==> config.mk <==
export PLATFORM = sky130hd
export DESIGN_NAME = uart_mem_bridge
export DESIGN_NICKNAME = d
export VERILOG_FILES = /design/src/rtl/uart_mem_pkg.sv /design/src/rtl/uart_tx_serializer.sv /design/src/rtl/uart_mem_bridge.sv
export SDC_FILE = /design/constraint.sdc
export NUM_CORES = 1
export LEC_CHECK = 0
export CORE_UTILIZATION = 53
export CTS_CLUSTER_DIAMETER = 150
export DETAILED_ROUTE_END_ITERATION = 8
export PLACE_DENSITY = 0.84
export SLEW_MARGIN = 30
export SYNTH_ARGS = -nofsm -noshare
export SYNTH_HDL_FRONTEND = slang
export SYNTH_SLANG_ARGS = --single-unit
==> constraint.sdc <==
create_clock -name clk -period 2.1 [get_ports clk]
set_input_delay 0.42 -clock clk [delete_from_list [all_inputs] [get_ports clk]]
set_output_delay 0.42 -clock clk [all_outputs]
set_load 0.01 [all_outputs]
==> src/rtl/uart_mem_pkg.sv <==
// Shared definitions for the UART-to-memory bridge: FSM states, reply bytes,
// header bit positions and the layout of the memory read response.
package uart_mem_pkg;

    typedef enum logic [2:0] {
        IDLE      = 3'd0,
        ADDR      = 3'd1,
        DATA      = 3'd2,
        WAIT_HALT = 3'd3,
        ISSUE     = 3'd4,
        WAIT_RESP = 3'd5,
        SEND      = 3'd6
    } state_e;

    localparam logic [7:0] ACK_BYTE = 8'hA5;
    localparam logic [7:0] ERR_BYTE = 8'hEE;

    localparam int HDR_RW_BIT    = 7;
    localparam int HDR_TYPE_BIT  = 6;
    localparam int HDR_ADDR8_BIT = 0;

    // Response is {1'b0, addr[8:0], data[31:0]}; the reply frame is six bytes, MSB first.
    localparam int RESP_W  = 42;
    localparam int FRAME_W = 48;

    function automatic logic [FRAME_W-1:0] resp_frame(input logic [RESP_W-1:0] resp);
        return {6'b000000, resp[41:40], resp[39:32], resp[31:24], resp[23:16], resp[15:8], resp[7:0]};
    endfunction

endpackage

==> src/rtl/uart_tx_serializer.sv <==
// Holds up to six reply bytes and hands them to the UART transmitter one at a
// time under valid/ready flow control; the byte on tx_byte never changes while stalled.
module uart_tx_serializer
    import uart_mem_pkg::*;
(
    input  logic               clk,
    input  logic               reset,
    input  logic               load,
    input  logic [FRAME_W-1:0] load_bytes,
    input  logic [2:0]         load_count,
    input  logic               tx_ready,
    output logic [7:0]         tx_byte,
    output logic               tx_valid,
    output logic               last
);

    logic [FRAME_W-1:0] buf_q, buf_d;
    logic [2:0]         cnt_q, cnt_d;
    logic               valid_q, valid_d;
    logic               fire_s;

    assign fire_s   = valid_q && tx_ready;
    assign last     = fire_s && (cnt_q == 3'd1);
    assign tx_byte  = buf_q[FRAME_W-1 -: 8];
    assign tx_valid = valid_q;

    // Next-state for the shift buffer and remaining-byte count
    always_comb begin
        buf_d = buf_q;
        cnt_d = cnt_q;
        if (load) begin
            buf_d = load_bytes;
            cnt_d = load_count;
        end else if (fire_s) begin
            buf_d = {buf_q[FRAME_W-9:0], 8'h00};
            cnt_d = cnt_q - 3'd1;
        end else begin
            buf_d = buf_q;
            cnt_d = cnt_q;
        end
        valid_d = (cnt_d != 3'd0);
    end

    // Buffer, count and valid registers
    always_ff @(posedge clk) begin
        if (reset) begin
            buf_q   <= '0;
            cnt_q   <= 3'd0;
            valid_q <= 1'b0;
        end else begin
            buf_q   <= buf_d;
            cnt_q   <= cnt_d;
            valid_q <= valid_d;
        end
    end

endmodule

==> src/rtl/uart_mem_bridge.sv <==
// UART command bridge into CPU memory: parses header/address/data frames, waits for
// the CPU to halt, issues one access and replies. Define UART_MEM_BRIDGE_TIMEOUT_EN for a read timeout.
module uart_mem_bridge
    import uart_mem_pkg::*;
#(
    parameter int TIMEOUT_CYCLES = 255
) (
    input  logic              clk,
    input  logic              reset,
    input  logic [7:0]        rx_byte,
    input  logic              rx_valid,
    output logic [7:0]        tx_byte,
    output logic              tx_valid,
    input  logic              tx_ready,
    input  logic              cpu_enable,
    output logic              write_mem_req,
    output logic              target_mem_type,
    output logic [8:0]        target_addr,
    output logic [31:0]       uart_rx_data_in,
    output logic              rw_flag,
    input  logic [RESP_W-1:0] mem_tx_data,
    input  logic              mem_tx_data_ready,
    output logic              busy
);

    state_e             state_q, state_d;
    logic               rw_q, rw_d, type_q, type_d;
    logic               req_q, req_d, busy_q, busy_d;
    logic [8:0]         addr_q, addr_d;
    logic [31:0]        data_q, data_d;
    logic [1:0]         cnt_q, cnt_d;
    logic               ser_load_s, ser_last_s, tmo_hit_s;
    logic [FRAME_W-1:0] ser_bytes_s;
    logic [2:0]         ser_count_s;

`ifdef UART_MEM_BRIDGE_TIMEOUT_EN
    localparam int TW = $clog2(TIMEOUT_CYCLES + 1);
    logic [TW-1:0] tmo_q, tmo_d;

    // Cycles spent in WAIT_RESP; cleared whenever the FSM is elsewhere
    always_comb begin
        if (state_q == WAIT_RESP) begin
            tmo_d = tmo_q + TW'(1);
        end else begin
            tmo_d = '0;
        end
    end

    assign tmo_hit_s = (state_q == WAIT_RESP) && (tmo_q == TW'(TIMEOUT_CYCLES - 1));

    // Timeout counter register
    always_ff @(posedge clk) begin
        if (reset) begin
            tmo_q <= '0;
        end else begin
            tmo_q <= tmo_d;
        end
    end
`else
    assign tmo_hit_s = 1'b0;
`endif

    // Frame parser and access sequencer; rx bytes only matter in IDLE/ADDR/DATA
    always_comb begin
        state_d     = state_q;
        rw_d        = rw_q;
        type_d      = type_q;
        addr_d      = addr_q;
        data_d      = data_q;
        cnt_d       = cnt_q;
        req_d       = 1'b0;
        ser_load_s  = 1'b0;
        ser_bytes_s = '0;
        ser_count_s = 3'd0;
        case (state_q)
            IDLE: begin
                if (rx_valid) begin
                    rw_d    = rx_byte[HDR_RW_BIT];
                    type_d  = rx_byte[HDR_TYPE_BIT];
                    addr_d  = {rx_byte[HDR_ADDR8_BIT], 8'h00};
                    state_d = ADDR;
                end else begin
                    state_d = IDLE;
                end
            end
            ADDR: begin
                if (rx_valid) begin
                    addr_d  = {addr_q[8], rx_byte};
                    cnt_d   = 2'd0;
                    state_d = rw_q ? DATA : WAIT_HALT;
                end else begin
                    state_d = ADDR;
                end
            end
            DATA: begin
                if (rx_valid) begin
                    data_d  = {data_q[23:0], rx_byte};
                    cnt_d   = cnt_q + 2'd1;
                    state_d = (cnt_q == 2'd3) ? WAIT_HALT : DATA;
                end else begin
                    state_d = DATA;
                end
            end
            WAIT_HALT: begin
                if (!cpu_enable) begin
                    req_d   = 1'b1;
                    state_d = ISSUE;
                end else begin
                    state_d = WAIT_HALT;
                end
            end
            ISSUE: begin
                if (rw_q) begin
                    ser_load_s  = 1'b1;
                    ser_bytes_s = {ACK_BYTE, 40'd0};
                    ser_count_s = 3'd1;
                    state_d     = SEND;
                end else begin
                    state_d = WAIT_RESP;
                end
            end
            WAIT_RESP: begin
                if (mem_tx_data_ready) begin
                    ser_load_s  = 1'b1;
                    ser_bytes_s = resp_frame(mem_tx_data);
                    ser_count_s = 3'd6;
                    state_d     = SEND;
                end else if (tmo_hit_s) begin
                    ser_load_s  = 1'b1;
                    ser_bytes_s = {ERR_BYTE, 40'd0};
                    ser_count_s = 3'd1;
                    state_d     = SEND;
                end else begin
                    state_d = WAIT_RESP;
                end
            end
            SEND: begin
                if (ser_last_s) begin
                    state_d = IDLE;
                end else begin
                    state_d = SEND;
                end
            end
            default: state_d = IDLE;
        endcase
        busy_d = (state_d != IDLE);
    end

    // State and registered outputs
    always_ff @(posedge clk) begin
        if (reset) begin
            state_q <= IDLE;
            rw_q    <= 1'b0;
            type_q  <= 1'b0;
            addr_q  <= 9'd0;
            data_q  <= 32'd0;
            cnt_q   <= 2'd0;
            req_q   <= 1'b0;
            busy_q  <= 1'b0;
        end else begin
            state_q <= state_d;
            rw_q    <= rw_d;
            type_q  <= type_d;
            addr_q  <= addr_d;
            data_q  <= data_d;
            cnt_q   <= cnt_d;
            req_q   <= req_d;
            busy_q  <= busy_d;
        end
    end

    uart_tx_serializer u_ser (
        .clk        (clk),
        .reset      (reset),
        .load       (ser_load_s),
        .load_bytes (ser_bytes_s),
        .load_count (ser_count_s),
        .tx_ready   (tx_ready),
        .tx_byte    (tx_byte),
        .tx_valid   (tx_valid),
        .last       (ser_last_s)
    );

    assign write_mem_req   = req_q;
    assign target_mem_type = type_q;
    assign target_addr     = addr_q;
    assign uart_rx_data_in = data_q;
    assign rw_flag         = rw_q;
    assign busy            = busy_q;

endmodule

==> reports/results.ini, run 1 <==
[logic_synthesis]
syn_nets = 592
synth_cell_types = 47
synth_compound_area_share_pct = 18.0
synth_edf_count = 0
synth_top_family_by_area = simple AND/OR/NAND/NOR gates
yosysSeqAreaShare_pct = 46.5
syn-mean-instance-area_um2 = 8.23
yosysTopAreaCell = dfxtp_1
ys_ff_latch = 102
synth_area_leaders = dfxtp_1 (47%), nand2_1 (7.9%), nor2_1 (7.9%)
netlist_area_um2 = 4390
synth-simple-area-share_pct = 25.7
synth_fa_ha_area_share_pct = 0.855
synth_flop_cell = dfxtp_1
synthMuxAreaShare_pct = 2.00
synthArstFlopShare_pct = 0
synth_xor_area_share_pct = 0.399
synth.top_cell.area_share_pct = 46.5
yosysWarnings = 0
netlist_instances = 533

[setup_path]
r2r_start = state_q[2]$_SDFF_PP0_
timing.critical_path.from = state_q[2]$_SDFF_PP0_
crit_chain = nand2b_1, o21ai_4, buf_12, nor2_1, nor4_2
required_ns = 2.37
end_kind = register
r2r_slack_ns = 0.26
worstSetupStartpointType = register
rr_worst_depth = 5
reg2reg_to = u_ser.buf_q[23]$_SDFFE_PP0P_
arrival_ns = 2.11
cp-endpoint = u_ser.buf_q[23]$_SDFFE_PP0P_
cp_slowest_stage_delay_ns = 0.74
crit_slowest_cell = dfxtp_1
path_class = register to register
critPathMaxFanout = 34

[cells_and_area]
final_common_cell = clkdlybuf4s50_1
syn_to_final_growth_pct = 31.6
drive_above_1_share_pct = 9.74
fin_nets = 681
layout_common_cells = clkdlybuf4s50_1 (108), dfxtp_1 (102), nor2_1 (92), nand2_1 (92), a21oi_1 (52)
diodes = 0
fill_cells = 556

[timing]
rsz0062_at_grt = no
max-slew-margin-rel_pct = 57.8
finalCritPeriodShare_pct = 87.4
layout_setup_ws_ns = 0.265
fin_tns_setup_ns = 0
finalSetupViolCount = 0
skew_ns = 0.0118
fmax_ghz = 0.545
maxSlewViolCount = 0
min_period_ns = 1.84
report.final.hold_viol_count = 0
worst_slew_pin_slew_ns = 0.633

[cts]
cts_buffers = 9
h-tree-depth = 3
cts_root_buf = clkbuf_8
cts.sinks = 102
postCtsSetupBuffers = 0
cts_tree = built
cts_hold_buf = 0
cts_resized = 0
clock_latency_ns = 0.36
cts_buffer_depth = 2
clkTransAtPathRegs_ns = 0.10

[pwr]
p_leak_uw = 0.00207
power_density_nw_per_um2 = 794
peakVddDrop_mv = 0.414

[route]
vias_per_cell = 5.49
via_count = 3997
finalWirelength_um = 10600
first_pass_iters = 4
drcViolationCount = 0
antenna_left = 0
dr.first_iter.drc_count = 216
post_drt_wl_per_cell_um = 14.6

[hold_path]
worstHoldPathType = primary input to register
hold_depth = 2

[global_route]
grt_util_all_layers_pct = 25.8
antenna_found_initial = 0
grt_pass1_wl_um = 17900
grt_max_degree = 47
overflow = 0
grt_pass1_vias = 3804

[run]
drv_cap = 0

[floorplanning]
initial_core_util_pct = 55.6
fp-row-count = 32
coreArea_um2 = 7890
die_w_um = 93
dieArea_um2 = 8650
die_y_um = 93
pin_count = 110

[run_status]
status = completed

[placed_design]
io_buffers = 109
pre_cts_slack_ns = 0.0564
place_congestion = 0.864
dp_hpwl_um = 7520

[worst min path at each step]
stage                                                  end                              from  slack (ns)
after CTS                            state_q[2]$_SDFF_PP0_                             reset        0.42
after global placement    uart_rx_data_in[31]$_SDFFE_PP0P_  uart_rx_data_in[31]$_SDFFE_PP0P_        0.44
after detailed placement  uart_rx_data_in[27]$_SDFFE_PP0P_  uart_rx_data_in[27]$_SDFFE_PP0P_        0.45
after global routing                 state_q[2]$_SDFF_PP0_                             reset        0.44
final                                state_q[2]$_SDFF_PP0_                             reset        0.43
after floorplan                      cnt_q[1]$_SDFFE_PP0P_             cnt_q[1]$_SDFFE_PP0P_        0.45
[worst max-delay path, delay by kind of cell, from the launching register on]
| kind | cells | cell delay, ns |
|---|---|---|
| AO/OA/AOI/OAI | 1 | 0.22 |
| AND/OR/NAND/NOR | 3 | 0.59 |
| flip-flops | 1 | 0.74 |
| buffers and inverters | 1 | 0.20 |
[kinds of logic (layout without fill, tap and decap cells)]
logic type | after synthesis | count (layout)
and+or+nand+nor | 236 | 236
AOI/OAI and AO/OA | 127 | 127
DFF | 102 | 102
buffers and inverters | 55 | 148
muxes | 8 | 8
adders and majority gates | 3 | 3
xor gates and xnor gates | 2 | 2
[per-stage QoR]
stage	hold slack, ns	power, uW	cells	utilization [%]	area [um^2]
finish	0.433	4590	728	73.3	5780
CTS	0.425	4610	728	73.3	5780
global placement	0.440	3380	713	70.9	5590
global route	0.436	4830	728	73.3	5780
floorplan	0.452	3030	533	-	4390
detailed placement	0.446	3430	713	70.9	5590
[sequential cells by signal, summed over array words and instances (netlist names)]
register / cells
busy: 1
cnt_q: 2
rw_flag: 1
state_q: 3
target_addr: 9
target_mem_type: 1
u_ser.buf_q: 48
u_ser.cnt_q: 3
u_ser.tx_valid: 1
uart_rx_data_in: 32
write_mem_req: 1
[report_power, final]
| part | switching, uW | leakage, uW | internal (uW) |
|---|---|---|---|
| registers | 134 | 0.000826 | 2130 |
| logic | 561 | 0.00116 | 566 |
| clock network | 654 | 0.0000911 | 542 |
| total | 1350 | 0.00207 | 3240 |
[metal layers]
| metal | vias up | track usage (%) | share of wire (%) |
|---|---|---|---|
| met4 | 0 | 8.59 | 1.4 |
| li1 | 1989 | - | - |
| met1 | 1858 | 33.6 | 45 |
| met5 | - | 0 | 0 |
| met3 | 11 | 5.37 | 5.4 |
| met2 | 139 | 42.7 | 49 |
[cell usage after synthesis (3+ instances only)]
cell type    n
dfxtp_1    102
nand2_1     92
nor2_1      92
a21oi_1     52
o21a_1      21
buf_2       18
clkbuf_1    18
o21ai_0     18
a211oi_1    15
buf_4       14
nor4_2      11
nand3_1     10
a22oi_1      8
nor4_1       8
mux2i_1      4
nor3_1       4
and4b_1      3
ha_1         3
inv_1        3
mux2_2       3
nor2b_1      3
nor4bb_1     3
[area by class of cell]
type	instances	area, um^2	area share [%]
multi-input cells	376	2090	36.1
flip-flops and latches	102	2040	35.3
repair buffers	130	1320	22.9
well taps	102	128	2.21
clock buffers	9	124	2.14
clock inverters	6	63.8	1.10
inverters	3	11.3	0.195
Note: power is estimated with default switching activity, not from simulation.
==> inputs of run 2 (changes only) <==
Settings changed: CORE_UTILIZATION 53 to 35, GPL_ROUTABILITY_DRIVEN set to 0, PLACE_DENSITY 0.84 to 0.59, SLEW_MARGIN 30 to 20.
==> run 2 against run 1 <==
- cell count up 9.6%
- highest routed layer unchanged
- clock power up 41%
- total power up 11%
- register-to-register slack better by 0.03 ns
- largest power group unchanged
- maximum frequency up 1.8%
- critical endpoint is now rw_flag
- sequential power about the same
- die area up 50%
- clock-buffer cell count unchanged
==> reports/results.ini, run 2 (same netlist as run 1, synthesis figures left out) <==
[route]
via_count = 3897  ; -2.5%
dr.first_iter.drc_count = 307  ; +42%
post_drt_wl_per_cell_um = 13.9  ; -4.9%
drcViolationCount = 0  ; unchanged
first_pass_iters = 4  ; unchanged
antenna_left = 0  ; unchanged
finalWirelength_um = 11100  ; +4.2%
vias_per_cell = 4.88  ; -11%

[cells_and_area]
largest_reg_flops = 48  ; unchanged
drive_above_1_share_pct = 10.3  ; +0.57 points
fill_cells = 1249  ; +120%
final_common_cell = clkdlybuf4s50_1
syn_to_final_growth_pct = 36.5
diodes = 0  ; unchanged
design_area_um2 = 5990  ; +3.7%
layout_common_cells = clkdlybuf4s50_1 (108), dfxtp_1 (102), nor2_1 (92), nand2_1 (92), a21oi_1 (52)
top_register = u_ser.buf_q
fin_nets = 684  ; +0.44%

[setup_path]
crit_slowest_cell = clkdlybuf4s50_1
timing.critical_path.from = rw_flag$_SDFFE_PP0P_
crit_chain = clkdlybuf4s50_1
worstSetupStartpointType = register
crit_buf_inv = 1  ; unchanged
arrival_ns = 1.38  ; -0.73 ns
critPathMaxFanout = 5  ; -85%
r2r_start = state_q[0]$_SDFF_PP0_
path_class = register to output pin
end_kind = output pin
required_ns = 1.68  ; -0.69 ns
cp.depth = 1  ; -4
crit_family = buffers and inverters
cp-endpoint = rw_flag
cp_slowest_stage_delay_ns = 0.60  ; -0.14 ns
rr_worst_depth = 5  ; unchanged
r2r_slack_ns = 0.30  ; +0.03 ns
reg2reg_to = busy$_SDFF_PP0_

[pwr]
peakVddDrop_mv = 0.335  ; -19%
power_density_nw_per_um2 = 848  ; +6.8%
p_leak_uw = 0.00214  ; +3.2%

[cts]
h-tree-depth = 3  ; unchanged
cts.sinks = 102  ; unchanged
cts_resized = 0  ; unchanged
clkTransAtPathRegs_ns = 0.07  ; -0.03 ns
cts_buffer_depth = 2  ; unchanged
cts_tree = built
clock_latency_ns = 0.35  ; about the same
postCtsSetupBuffers = 0  ; unchanged
cts_buffers = 9  ; unchanged
cts_hold_buf = 0  ; unchanged
cts_root_buf = clkbuf_16

[run]
drv_cap = 0  ; unchanged

[global_route]
grt_pass1_vias = 3711  ; -2.4%
antenna_found_initial = 0  ; unchanged
grt_util_all_layers_pct = 18.0  ; -7.9 points
grt_pass1_wl_um = 18300  ; +2.4%
grt_max_degree = 46  ; -2.1%
overflow = 0  ; unchanged

[floorplanning]
coreArea_um2 = 12100  ; +54%
pin_count = 110  ; unchanged
die_y_um = 114  ; +23%
fp-row-count = 40  ; +25%
initial_core_util_pct = 36.2  ; -19 points
dieArea_um2 = 13000  ; +50%
die_w_um = 114  ; +23%

[timing]
fin_tns_setup_ns = 0  ; unchanged
worst_slew_pin_slew_ns = 0.534  ; -0.0992 ns
finalSetupViolCount = 0  ; unchanged
rsz0062_at_grt = no
maxSlewViolCount = 0  ; unchanged
report.final.hold_viol_count = 0  ; unchanged
skew_ns = 0.00719  ; -0.00465 ns
min_period_ns = 1.80  ; -0.0325 ns
fmax_ghz = 0.555  ; +1.8%
max-slew-margin-rel_pct = 63.5  ; +5.8 points
finalCritPeriodShare_pct = 85.8  ; -1.5 points

[run_status]
status = completed

[placed_design]
place_area_um2 = 5680  ; +1.7%
dp_hpwl_um = 7830  ; +4.1%
io_buffers = 109  ; unchanged

[hold_path]
worstHoldPathType = register to register

## run 2: cell types whose count changed in the layout (fill, tap and decap cells not counted)
cell,change
clkbuf_16,+9
buf_12,-1
clkinv_2,-2
inv_6,+2
clkinvlp_4,-1
clkinv_4,+2
buf_4,+4
clkbuf_8,-9
## run 2: stage by stage
stage / power (uW) / std cells / hold WS [ns] / setup WS [ns] / util, %
floorplan: 3030 / 533 / 0.452 / 0.709 / -
global placement: 3420 / 782 / 0.441 / 0.0707 / 46.9
detailed placement: 3440 / 782 / 0.446 / -0.00867 / 46.9
CTS: 5150 / 798 / 0.456 / 0.263 / 49.5
global route: 5360 / 798 / 0.470 / 0.211 / 49.5
finish: 5080 / 798 / 0.452 / 0.297 / 49.5
## run 2: area by class of cell
type / count / area (um^2) / area share (%)
Clock buffer: 9 / 225 / 3.76
Clock inverter: 7 / 81.3 / 1.36
Inverter: 3 / 11.3 / 0.188
Multi-Input combinational cell: 376 / 2090 / 34.9
Sequential cell: 102 / 2040 / 34.1
Tap cell: 168 / 210 / 3.51
Timing Repair Buffer: 133 / 1330 / 22.2
## run 2: where the power goes
part | switching (uW) | internal, uW
registers | 129 | 2130
logic | 563 | 565
clock network | 753 | 938
total | 1440 | 3640
## run 2: worst min path at each step
stage / startpoint / to / slack [ns] / cells after the start
5_1_grt: target_addr[4]$_SDFFE_PP0P_ / target_addr[4]$_SDFFE_PP0P_ / 0.47 / 2
4_1_cts: uart_rx_data_in[31]$_SDFFE_PP0P_ / uart_rx_data_in[31]$_SDFFE_PP0P_ / 0.46 / 2
2_1_floorplan: cnt_q[1]$_SDFFE_PP0P_ / cnt_q[1]$_SDFFE_PP0P_ / 0.45 / 2
3_5_place_dp: uart_rx_data_in[31]$_SDFFE_PP0P_ / uart_rx_data_in[31]$_SDFFE_PP0P_ / 0.45 / 2
3_3_place_gp: target_addr[0]$_SDFFE_PP0P_ / target_addr[0]$_SDFFE_PP0P_ / 0.44 / 2
6_report: uart_rx_data_in[31]$_SDFFE_PP0P_ / uart_rx_data_in[31]$_SDFFE_PP0P_ / 0.45 / 2
## run 2: per-layer routing
layer / vias to the layer above / track usage (%) / part of all wire, %
li1: 1994 / - / -
met5: - / 0 / 0
met1: 1805 / 24.1 / 47
met4: 0 / 5.89 / 1.4
met2: 87 / 28.4 / 47
met3: 11 / 4.09 / 4.9
## run 2: tightest hold or removal path: stages (launching register included)
cell     delay [ns]
dfxtp_1        0.31
nand2_1        0.05
a21oi_1        0.05
==> inputs of run 3 (changes only) <==
Settings changed: SETUP_SLACK_MARGIN set to 0.05.
==> results of run 3 <==
The final DEF is identical to that of run 2; final timing and power are the same.
